===== config.mk =====
export PLATFORM = sky130hd
export DESIGN_NAME = fft_stage_sequencer
export DESIGN_NICKNAME = d
export VERILOG_FILES = /design/src/rtl/fft_stage_sequencer.sv
export SDC_FILE = /design/constraint.sdc
export NUM_CORES = 1
export LEC_CHECK = 0
export BUFFER_PORTS_ARGS = -buffer_cell sky130_fd_sc_hd__buf_2
export CORE_UTILIZATION = 50
export CTS_CLUSTER_DIAMETER = 40
export CTS_CLUSTER_SIZE = 12
export DETAILED_ROUTE_END_ITERATION = 10
export GPL_TIMING_DRIVEN = 0
export PLACE_DENSITY = 0.82
export SYNTH_ARGS = -nofsm -noshare
export SYNTH_HDL_FRONTEND = slang
export SYNTH_SLANG_ARGS = --single-unit

===== constraint.sdc =====
create_clock -name clk -period 5.1 [get_ports clk]
set_input_delay 1.02 -clock clk [delete_from_list [all_inputs] [get_ports clk]]
set_output_delay 1.02 -clock clk [all_outputs]
set_load 0.005 [all_outputs]

===== src/rtl/fft_stage_sequencer.sv =====
// fft_stage_sequencer
// Address and twiddle sequencer for an in-place 256-point radix-2 FFT.
// Each cycle it issues one group of four butterflies (eight point
// addresses plus four twiddle indices) to a 4-lane butterfly unit. It
// tracks how many groups are still in flight, and it holds the next
// stage until every write-back of the current stage has landed. This
// avoids the read-after-write hazard of in-place operation.

module fft_stage_sequencer #(
    parameter int STAGES = 8
) (
    input  logic        clk,
    input  logic        rst_n,
    input  logic        start,
    input  logic        hold,
    input  logic        wb_valid,
    output logic        issue_valid,
    output logic [63:0] addr_bus,
    output logic [27:0] tw_idx,
    output logic [2:0]  stage,
    output logic        busy,
    output logic        done,
    output logic        err
);

    localparam logic [2:0] LAST_STAGE = 3'(STAGES - 1);

    typedef enum logic [1:0] {
        IDLE   = 2'd0,
        ISSUE  = 2'd1,
        DRAIN  = 2'd2,
        FINISH = 2'd3
    } state_t;

    // Address of the top input of butterfly b: a zero bit is inserted at
    // bit position s of b.
    function automatic logic [7:0] top_addr(input logic [6:0] b, input logic [2:0] s);
        logic [7:0] mask;
        mask     = (8'd1 << s) - 8'd1;
        top_addr = ((({1'b0, b} >> s) << ({1'b0, s} + 4'd1)) | ({1'b0, b} & mask));
    endfunction

    // Address of the bottom input, which is the twiddle-multiplied one.
    // It lies one span above the top address.
    function automatic logic [7:0] bot_addr(input logic [6:0] b, input logic [2:0] s);
        bot_addr = top_addr(b, s) + (8'd1 << s);
    endfunction

    // Twiddle index: position within the span, scaled up to the 128-entry table.
    function automatic logic [6:0] tw_of(input logic [6:0] b, input logic [2:0] s);
        logic [7:0] mask;
        mask  = (8'd1 << s) - 8'd1;
        tw_of = 7'((b & mask[6:0]) << (3'd7 - s));
    endfunction

    state_t      state_r, state_s;
    logic [2:0]  cur_stage_r, cur_stage_s;
    logic [4:0]  group_r, group_s;
    logic [5:0]  outstanding_r, outstanding_s;
    logic        busy_r, busy_s;
    logic        done_r, done_s;
    logic        err_r, err_s;
    logic        issue_fire_s;
    logic        issue_valid_r;
    logic [63:0] addr_r, addr_s;
    logic [27:0] tw_r, tw_s;
    logic [2:0]  stage_r;

    // Lane addresses and twiddles for the group that is next to issue.
    for (genvar k = 0; k < 4; k++) begin : g_lane
        assign addr_s[16*k +: 8]   = top_addr({group_r, 2'(k)}, cur_stage_r);
        assign addr_s[16*k+8 +: 8] = bot_addr({group_r, 2'(k)}, cur_stage_r);
        assign tw_s[7*k +: 7]      = tw_of({group_r, 2'(k)}, cur_stage_r);
    end

    // Next-state, group/stage counters, status flags and in-flight bookkeeping.
    always_comb begin
        state_s       = state_r;
        cur_stage_s   = cur_stage_r;
        group_s       = group_r;
        busy_s        = busy_r;
        done_s        = 1'b0;
        err_s         = err_r;
        issue_fire_s  = 1'b0;
        outstanding_s = outstanding_r;

        case (state_r)
            IDLE: begin
                if (start) begin
                    state_s     = ISSUE;
                    cur_stage_s = 3'd0;
                    group_s     = 5'd0;
                    busy_s      = 1'b1;
                end else begin
                    state_s = IDLE;
                end
            end
            ISSUE: begin
                if (!hold) begin
                    issue_fire_s = 1'b1;
                    group_s      = group_r + 5'd1;
                    if (group_r == 5'd31) begin
                        state_s = DRAIN;
                    end else begin
                        state_s = ISSUE;
                    end
                end else begin
                    state_s = ISSUE;
                end
            end
            DRAIN: begin
                // The next stage reads points this stage is still writing.
                if (outstanding_r == 6'd0) begin
                    if (cur_stage_r < LAST_STAGE) begin
                        cur_stage_s = cur_stage_r + 3'd1;
                        group_s     = 5'd0;
                        state_s     = ISSUE;
                    end else begin
                        state_s = FINISH;
                        done_s  = 1'b1;
                        busy_s  = 1'b0;
                    end
                end else begin
                    state_s = DRAIN;
                end
            end
            FINISH: begin
                state_s = IDLE;
            end
            default: begin
                state_s = IDLE;
                busy_s  = 1'b0;
            end
        endcase

        // In-flight group count: an issue and a write-back in the same cycle cancel.
        if (issue_fire_s && !wb_valid) begin
            outstanding_s = outstanding_r + 6'd1;
        end else if (!issue_fire_s && wb_valid) begin
            if (outstanding_r == 6'd0) begin
                err_s = 1'b1;
            end else begin
                outstanding_s = outstanding_r - 6'd1;
            end
        end else begin
            outstanding_s = outstanding_r;
        end

        if ((state_r == IDLE) && start) begin
            outstanding_s = 6'd0;
        end else begin
            outstanding_s = outstanding_s;
        end
    end

    // Control state, counters and status flags.
    always_ff @(posedge clk) begin
        if (!rst_n) begin
            state_r       <= IDLE;
            cur_stage_r   <= 3'd0;
            group_r       <= 5'd0;
            outstanding_r <= 6'd0;
            busy_r        <= 1'b0;
            done_r        <= 1'b0;
            err_r         <= 1'b0;
        end else begin
            state_r       <= state_s;
            cur_stage_r   <= cur_stage_s;
            group_r       <= group_s;
            outstanding_r <= outstanding_s;
            busy_r        <= busy_s;
            done_r        <= done_s;
            err_r         <= err_s;
        end
    end

    // Issue outputs. The addresses, twiddles and stage tag move together and
    // keep their values between issues.
    always_ff @(posedge clk) begin
        if (!rst_n) begin
            issue_valid_r <= 1'b0;
            addr_r        <= 64'd0;
            tw_r          <= 28'd0;
            stage_r       <= 3'd0;
        end else begin
            issue_valid_r <= issue_fire_s;
            if (issue_fire_s) begin
                addr_r  <= addr_s;
                tw_r    <= tw_s;
                stage_r <= cur_stage_r;
            end else begin
                addr_r  <= addr_r;
                tw_r    <= tw_r;
                stage_r <= stage_r;
            end
        end
    end

    assign issue_valid = issue_valid_r;
    assign addr_bus    = addr_r;
    assign tw_idx      = tw_r;
    assign stage       = stage_r;
    assign busy        = busy_r;
    assign done        = done_r;
    assign err         = err_r;

endmodule


# ---- After elaboration in Yosys (flattened, before gate mapping)
# Index checks and enable logic that the tools add are counted.
dict set report op_classes {
  n_shift 13
  n_reduce_logical 17
  eq_ne 10
  muxes 25
  bitwise_logic 14
  n_lt_le_gt_ge 1
  n_addsub 11
}
# operator count
set op_table {}
lappend op_table {{$add A8 B8 Y8} 4}
lappend op_table {{$and A7 B8 Y8} 4}
lappend op_table {{$or A8 B8 Y8} 4}
lappend op_table {{$shl A8 B4 Y8} 4}
lappend op_table {{$shr A7 B3 Y8} 4}
lappend op_table {{$and A7 B7 Y7} 4}
lappend op_table {{$shl A7 B3 Y7} 4}
lappend op_table {{$mux W5} 4}
lappend op_table {{$mux W6} 3}
lappend op_table {{$pmux W5 S3} 1}
lappend op_table {{$ne A2 B2 Y1 const B} 5}
lappend op_table {{$mux W3} 3}
lappend op_table {{$mux W2} 4}
lappend op_table {{$pmux W2 S4} 1}
lappend op_table {{$reduce_and A4 Y1} 2}
lappend op_table {{$shl A1 B3 Y8 const A} 1}
lappend op_table {{$sub A8 B1 Y8 const B} 1}
lappend op_table {{$mux W1} 7}
lappend op_table {{$add A6 B1 Y6 const B} 1}
lappend op_table {{$logic_not A6 Y1} 1}
lappend op_table {{$pmux W3 S2} 1}
lappend op_table {{$reduce_and A3 Y1} 2}
lappend op_table {{$sub A6 B1 Y6 const B} 1}
lappend op_table {{$add A5 B1 Y5 const B} 1}
lappend op_table {{other kinds (18)} 24}
dict set report word_totals {
  input_bits 5
  output_inout_bits 99
  register_bits 115
}

# ---- Depth between registers and ports, before layout
# Gate-level depths: netlist of the first run.
dict set report depth {
  depth_word 6
  ltp_mapped 19
  mapped_depth_nobuf 15
}

# ---- Least setup slack after synthesis of the first run
# No wires, ideal clock.
dict set report synth_timing {
  kind {input to register}
  from {input hold}
  to {register outstanding_r[5]}
  arrival_ns 3.858
  stages 14
  n_path_buf 3
  setup_time_ns 0.123
  t_required_ns 4.977
  path_slack_ns 1.119
  cell_sequence {or2_2 clkbuf_1 inv_2 clkbuf_1 clkbuf_1 ha_1 inv_1 ha_1 a21o_1 a21oi_1 o21bai_1 a21oi_1 mux2i_1 mux2_1}
}
dict set report synth_between {
  elab_chain_len 6
  elab_cells_between_ends 9
  cone_classes {eq/ne (1); mux (3); reduce/logical (5)}
}
# item line_no
set synth_lines {}
lappend synth_lines {{from (decl)} 15} ;# input logic hold,
lappend synth_lines {{$mux W1 (*)} 99} ;# if (!hold) begin
lappend synth_lines {{$mux W1 (*)} 87} ;# case (state_r)
lappend synth_lines {{named net issue_fire_s} 63} ;# logic issue_fire_s;
lappend synth_lines {{$logic_not A1 Y1} 139} ;# end else if (!issue_fire_s && wb_valid) begin
lappend synth_lines {{$logic_and A1 B1 Y1} 139}
lappend synth_lines {{$reduce_bool A2 Y1 (no source line)} --}
lappend synth_lines {{$reduce_and A2 Y1 (no source line)} --}
lappend synth_lines {{to (signal assigned)} 170} ;# outstanding_r <= outstanding_s;
lappend synth_lines {{to (decl)} 59} ;# logic [5:0] outstanding_r, outstanding_s;
# The timed path passes the listed nets; every way through them passes the cells marked *.
# A chain may end at the register's enable or synchronous reset.

# ---- Final worst setup path of the first run
dict set report layout_timing {
  from {register cur_stage_r[1]}
  to {register addr_r[63], in the netlist addr_bus[63]}
}
dict set report layout_between {
  elab_chain_len 5
  elab_cells_between_ends 8
  cone_classes {add/sub (3); shift (3); bitwise (2)}
}
# item line_no
set layout_lines {}
lappend layout_lines {{from (decl)} 57} ;# logic [2:0] cur_stage_r, cur_stage_s;
lappend layout_lines {{from (signal assigned)} 168} ;# cur_stage_r <= cur_stage_s;
lappend layout_lines {{$shl A1 B3 Y8} --}
lappend layout_lines {{$sub A8 B1 Y8} --}
lappend layout_lines {{$and A7 B8 Y8} --}
lappend layout_lines {{$or A8 B8 Y8 (*)} --}
lappend layout_lines {{named net addr_s[52]} 65} ;# logic [63:0] addr_r, addr_s;
lappend layout_lines {{$add A8 B8 Y8 (*)} 46} ;# bot_addr = top_addr(b, s) + (8'd1 << s);
lappend layout_lines {{to (signal assigned)} 188} ;# addr_r <= addr_s;
lappend layout_lines {{to (signal assigned)} 192} ;# addr_r <= addr_r;
lappend layout_lines {{to (decl)} 65}
# Marked as above.

==> results.yml, run 1 <==
status:
  status: "finished clean"
floorplan:
  ios: 104
  die_height_um: 117
  floorplan.rows: 41
  initial_core_util_pct: 51.9
  fp.dieW_um: 117
  core_area_um2: 12800
  fp.dieArea_um2: 13800
synth:
  synth-adder-area-share_pct: 9.17
  synth-seq-cells: 111
  synth_cell_types: 83
  ys_seq_area_share_pct: 33.4
  synth-xor-area-share_pct: 3.16
  synthMuxAreaShare_pct: 1.90
  synth-edff-count: 0
  async_flop_share_pct: 0
  synth_top_family_by_area: "compound AO/OA/AOI/OAI gates"
  syn_area_per_cell_um2: 7.94
  ys.flop_type: "dfxtp_1"
  ys_warn_count: 0
  synth-simple-area-share_pct: 20.8
  synth_area_um2: 6660
  syn-instance-count: 839
  synth_compound_area_share_pct: 25.1
global_routing:
  overflow: 0
  met1_usage_pct: 40.3
  grtUsageMet3_pct: 6.47
  grt_pass1_vias: 6238
  grt_pass1_wl_mm: 32.9
  track_usage_pct: 30.7
  antenna_found_initial: 0
  busiest_layer: "met2"
  grt_use_met2_pct: 46.0
  grt_max_degree: 19
finish:
  multi_input_area_um2: 4020
  final.fill_count: 1160
  final_net_count: 1002
  final_common_cell: "buf_2"
  areaGrowthSynthToFinish_pct: 15.0
  fin_cells: 1128
  antenna_cells: 0
  register_area_um2: 2220
  drive_gt1_share_pct: 16.3
  most-common-layout-cells: "buf_2, dfxtp_1, nand2_1"
sta:
  timing.final.crit_period_ns: 4.67
  period_share_pct: 91.5
  timing.hold.ws_ns: 0.452
  tns_ns: 0
  finalSetupViolCount: 0
  finClkSkew_ns: 0.00969
  finalHoldViolCount: 0
  tightest_slew_ns: 0.937
  final_max_slew_viol_count: 0
  slew_headroom_pct: 37.0
  fmax_ghz: 0.214
  rsz0062_at_grt: "false"
worst_hold_path:
  hold_start: "addr_bus[42]"
  hold_depth: 2
  hold_class: "flop to flop"
  worstHoldEndpoint: "addr_bus[42]"
critical_path:
  startpoint: "cur_stage_r[1]"
  critPathMaxFanout: 10
  r2r-start: "cur_stage_r[1]"
  cp.arrival_ns: 4.94
  reg2reg_depth: 17
  crit_type: "flop to flop"
  start_kind: "flop"
  reg2reg_to: "addr_bus[63]"
  r2r_slack_ns: 0.43
  crit_path_end_kind: "flop"
  cp_data_required_time_ns: 5.37
cts:
  holdBufCountCts: 0
  numCtsBuffers: 9
  clk_latency_ns: 0.37
  clock-sinks: 111
  clk_path_buf_depth: 2
  clk_pin_slew_ns: 0.07
  post_cts_buffers: 0
  cts_resized: 0
  ctsHtreeMaxLevel: 3
  ctsRootBufferMaster: "clkbuf_16"
  cts_tree: "built"
route:
  drtPass1Iterations: 5
  drc_errors: 0
  vias: 6738
  ant_nets: 0
  wl_per_cell_um: 18.8
  wl_mm: 21.2
  drt_iter0_drc: 676
  vias_per_cell: 5.97
placed_design:
  dp.cells: 1113
  dpl.hpwl_mm: 16.1
  portBuffers: 100
  place_congestion: 1.00
pwr:
  ir_worst_vdd_mv: 0.283
  powerDensity_nw_per_um2: 251
  p_leak_uw: 0.00339
  fin_total_pwr_uw: 1920
run:
  drv_cap: 0
-- how the worst max path moves through the flow --
stage,endpoint,cells after the start
detailed placement,outstanding_r[5],15
finish,addr_bus[63],17
floorplan,outstanding_r[5],14
CTS,addr_bus[63],17
global placement,outstanding_r[5],15
global route,addr_bus[62],16
-- cell type report --
cell class                      count  area share, %
Multi-Input combinational cell    632           52.5
Inverter                           37           1.81
Sequential cell                   111           29.0
Clock buffer                        9           2.94
Timing Repair Buffer              100           6.54
Clock inverter                      6          0.621
Tap cell                          172           2.81
Buffer                             61           3.78
-- flip-flops by register name, summed over array words and instances, names as in the netlist --
register	flops
state_r	2
group_r	5
done	1
busy	1
cur_stage_r	3
outstanding_r	6
stage	3
addr_bus	64
err	1
issue_valid	1
tw_idx	24
-- synthesized netlist by cell type, types with 3 or more instances --
| master | count | area [um2] |
|---|---|---|
| o21ai_0 | 36 | 180 |
| nor3_1 | 23 | 115 |
| o31a_1 | 3 | 26.3 |
| and2_1 | 9 | 56.3 |
| buf_1 | 8 | 30.0 |
| nand3_1 | 18 | 90.1 |
| o21ai_1 | 4 | 20.0 |
| a21boi_0 | 6 | 45.0 |
| xnor2_1 | 15 | 131 |
| fa_1 | 5 | 100 |
| o31ai_1 | 7 | 52.6 |
| o221ai_1 | 6 | 52.6 |
| o221a_1 | 4 | 45.0 |
| ha_1 | 40 | 500 |
| and3_1 | 6 | 37.5 |
| o21a_1 | 12 | 90.1 |
| nand2b_1 | 6 | 37.5 |
| clkbuf_1 | 31 | 116 |
| a22oi_1 | 7 | 52.6 |
| o2111ai_1 | 3 | 26.3 |
| a2bb2oi_1 | 5 | 43.8 |
| a311oi_1 | 4 | 35.0 |
| mux2i_1 | 7 | 70.1 |
| a21o_1 | 14 | 105 |
| o21bai_1 | 3 | 22.5 |
| o211ai_1 | 7 | 52.6 |
| nand4_1 | 6 | 37.5 |
| nor4_1 | 3 | 18.8 |
| or4_1 | 3 | 22.5 |
| nor2b_1 | 4 | 25.0 |
| nand2_1 | 102 | 383 |
| buf_2 | 12 | 60.1 |
| xor2_1 | 9 | 78.8 |
| a21oi_1 | 78 | 390 |
| nor2_1 | 93 | 349 |
| a31oi_1 | 9 | 56.3 |
| dfxtp_1 | 111 | 2220 |
| inv_1 | 35 | 131 |
| nand3b_1 | 3 | 22.5 |
| a32oi_1 | 3 | 26.3 |
| a211oi_1 | 17 | 128 |
| buf_4 | 7 | 52.6 |
| or2_2 | 5 | 31.3 |
-- per-layer routing --
layer / vias to the layer above / wire (um)
li1: 3216 / -
met1: 3111 / 9230
met2: 340 / 9020
met3: 71 / 1930
met4: 0 / 999
met5: - / 0
-- worst max-delay path, stage by stage (launching register included) --
cell	delay (ns)
dfxtp_1	0.36
buf_2	0.20
buf_2	0.24
inv_1	0.22
ha_1	0.45
clkbuf_1	0.44
xor2_1	0.27
o21ai_0	0.11
a221oi_1	0.28
o21ai_0	0.23
a21oi_1	0.26
nand2_1	0.08
ha_1	0.29
or4_1	0.49
o21ai_0	0.10
a31oi_1	0.10
and2_1	0.20
a311oi_1	0.25
-- stage by stage --
step / setup WS [ns] / cell area [um2] / utilization [%]
floorplan: 1.12 / 6670 / -
global placement: 0.204 / 7380 / 57.6
detailed placement: 0.229 / 7380 / 57.6
CTS: 0.506 / 7650 / 59.7
global route: 0.242 / 7650 / 59.7
finish: 0.434 / 7650 / 59.7
-- power by group --
group	internal (uW)	switching, uW	total, uW
clock network	332	337	669
logic	126	191	317
registers	908	29.9	938
-- logic make-up after synthesis --
group,Yosys count
buffers and inverters,98
multiplexers,10
flip-flops,111
other,1
AND/OR/NAND/NOR,298
AO/OA/AOI/OAI,251
XOR/XNOR,24
adder cells (fa/ha/maj),46
Power figures use the tool's default switching activity.
==> run 2: changes to the inputs <==
Settings changed: ABC_AREA set to 1.
==> results.yml, run 2 <==
sta:
  fmax_ghz: 0.234
  period_share_pct: 83.7
  tightest_slew_ns: 0.801
  tns_ns: 0
  finalHoldViolCount: 0
  finClkSkew_ns: 0.00554
  final_max_slew_viol_count: 0
  finalSetupViolCount: 0
  slew_headroom_pct: 46.6
  rsz0062_at_grt: "false"
  timing.final.crit_period_ns: 4.27
pwr:
  ir_worst_vdd_mv: 0.239
  p_leak_uw: 0.00388
  powerDensity_nw_per_um2: 317
floorplan:
  fp.dieArea_um2: 13200
  ios: 104
  die_height_um: 115
  floorplan.rows: 40
  initial_core_util_pct: 52.2
  fp.dieW_um: 115
  core_area_um2: 12200
cts:
  ctsHtreeMaxLevel: 3
  clk_pin_slew_ns: 0.07
  cts_tree: "built"
  cts_resized: 0
  clk_path_buf_depth: 2
  clk_latency_ns: 0.36
  post_cts_buffers: 0
  clock-sinks: 111
  numCtsBuffers: 9
  ctsRootBufferMaster: "clkbuf_16"
  holdBufCountCts: 0
critical_path:
  critPathMaxFanout: 11
  start_kind: "flop"
  crit_path_end_kind: "flop"
  crit_type: "flop to flop"
  cp.arrival_ns: 4.52
  reg2reg_to: "addr_bus[62]"
  reg2reg_depth: 22
  cp_data_required_time_ns: 5.36
  r2r-start: "cur_stage_r[0]"
  r2r_slack_ns: 0.83
placed_design:
  dpl.hpwl_mm: 14.1
  place_congestion: 0.992
  dp.cells: 1180
  portBuffers: 99
synth:
  synth-xor-area-share_pct: 2.47
  synth_top_area_share_pct: 34.9
  ys_warn_count: 0
  synth_area_um2: 6380
  syn_area_per_cell_um2: 7.00
  synth_cell_types: 41
  synth_area_leaders: "dfxtp_1, nand2_1, ha_1"
  async_flop_share_pct: 0
  yosys.cell_count.top_type: "nand2_1"
  ys_seq_area_share_pct: 34.9
  ys.flop_type: "dfxtp_1"
  synth_compound_area_share_pct: 17.7
  synthMuxAreaShare_pct: 0
  synth_top_area_cell: "dfxtp_1"
  synth_commonest_cells: "nand2_1, dfxtp_1, inv_1, a21oi_1, nor2_1"
  synth-edff-count: 0
  synth_top_family_by_area: "simple AND/OR/NAND/NOR gates"
  synth-adder-area-share_pct: 9.42
  synth-seq-cells: 111
  synth-simple-area-share_pct: 25.6
  syn-instance-count: 911
route:
  ant_nets: 0
  drc_errors: 0
  vias_per_cell: 5.37
  drtPass1Iterations: 7
  wl_per_cell_um: 15.3
  drt_iter0_drc: 514
  vias: 6418
  wl_mm: 18.3
global_routing:
  grt_max_degree: 18
  grt_pass1_vias: 5604
  track_usage_pct: 28.0
  overflow: 0
  antenna_found_initial: 0
  grt_pass1_wl_mm: 28.3
finish:
  final_common_cell: "nand2_1"
  antenna_cells: 0
  areaGrowthSynthToFinish_pct: 15.9
  most-common-layout-cells: "nand2_1, dfxtp_1, buf_2"
  drive_gt1_share_pct: 17.0
  largest_reg_flops: 64
  final_net_count: 1073
  fin_cells: 1196
  final.fill_count: 1172
status:
  status: "finished clean"
worst_hold_path:
  hold_class: "flop to flop"
  hold_start: "busy"
  worstHoldEndpoint: "busy"
  hold_depth: 2
run:
  drv_cap: 0
run 2: cell count changes in the layout (fill, tap and decap cells not counted), sizes merged, moves of 8 or more:
cell / delta
inv: +73
a211oi: -8
clkbuf: -11
nor3: -12
a21o: -14
o211ai: +14
o21a: -11
o21ai: +28
nand2: +102
nand3: +41
xnor2: -9
a21oi: +10
and2: -11
run 2: kinds of logic (layout without fill, tap and decap cells):
| group | after synthesis | in the layout |
|---|---|---|
| other cells | 1 | 3 |
| compound gates | 201 | 201 |
| simple gates | 380 | 380 |
| xor+xnor | 18 | 18 |
| fa+ha+maj | 45 | 45 |
| buf+inv | 155 | 270 |
| flops | 111 | 111 |
run 2: metrics by stage:
| step | util (%) | power (uW) | setup WS (ns) | hold WS (ns) | area [um2] |
|---|---|---|---|---|---|
| finish | 60.5 | 2350 | 0.834 | 0.460 | 7390 |
| global placement | 58.1 | 1630 | 0.832 | 0.446 | 7090 |
| floorplan | - | 1450 | 1.56 | 0.429 | 6380 |
| CTS | 60.5 | 2340 | 0.864 | 0.464 | 7390 |
| detailed placement | 58.1 | 1640 | 0.717 | 0.453 | 7090 |
| global route | 60.5 | 2470 | 0.530 | 0.480 | 7390 |
run 2: final cells by class:
type | count | area [um2] | share of cell area, %
Multi-Input combinational cell | 647 | 3530 | 47.8
Sequential cell | 111 | 2220 | 30.1
Timing Repair Buffer | 99 | 495 | 6.71
Inverter | 112 | 422 | 5.71
Clock buffer | 10 | 239 | 3.23
Tap cell | 168 | 210 | 2.85
Buffer | 43 | 206 | 2.79
Clock inverter | 6 | 60.1 | 0.813
run 2: critical path: stages, from the launching register on:
cell      delay [ns]
dfxtp_1         0.39
buf_6           0.16
clkinv_2        0.10
buf_2           0.21
buf_2           0.22
ha_1            0.30
buf_2           0.19
inv_1           0.19
clkbuf_1        0.36
nand2_1         0.18
nor2_2          0.26
inv_2           0.07
nand2_1         0.10
inv_2           0.06
fa_1            0.43
o21ai_0         0.36
a21oi_1         0.11
inv_1           0.07
a21oi_1         0.07
nand2_1         0.06
nand2_1         0.04
o221ai_1        0.17
inv_1           0.05
run 2: routing by layer:
layer / vias up / part of all wire [%] / GRT usage [%]
met5: - / 0 / 0
met2: 243 / 46 / 46.5
met4: 0 / 3.3 / 12.6
met1: 2929 / 43 / 35.4
met3: 42 / 7.5 / 5.32
li1: 3204 / - / -
run 2: worst max path at each step:
stage	start	endpoint	slack [ns]	depth (start not counted)
after global placement	hold	outstanding_r[5]	0.83	18
after CTS	cur_stage_r[0]	addr_bus[62]	0.86	22
after floorplan	cur_stage_r[0]	addr_bus[62]	1.56	22
final	cur_stage_r[0]	addr_bus[62]	0.83	22
after global routing	cur_stage_r[0]	addr_bus[62]	0.53	22
after detailed placement	hold	outstanding_r[5]	0.72	18
run 2: where the power goes:
part | total [uW] | switching, uW | internal, uW
combinational | 670 | 437 | 233
sequential | 965 | 41.5 | 924
clock | 710 | 319 | 391
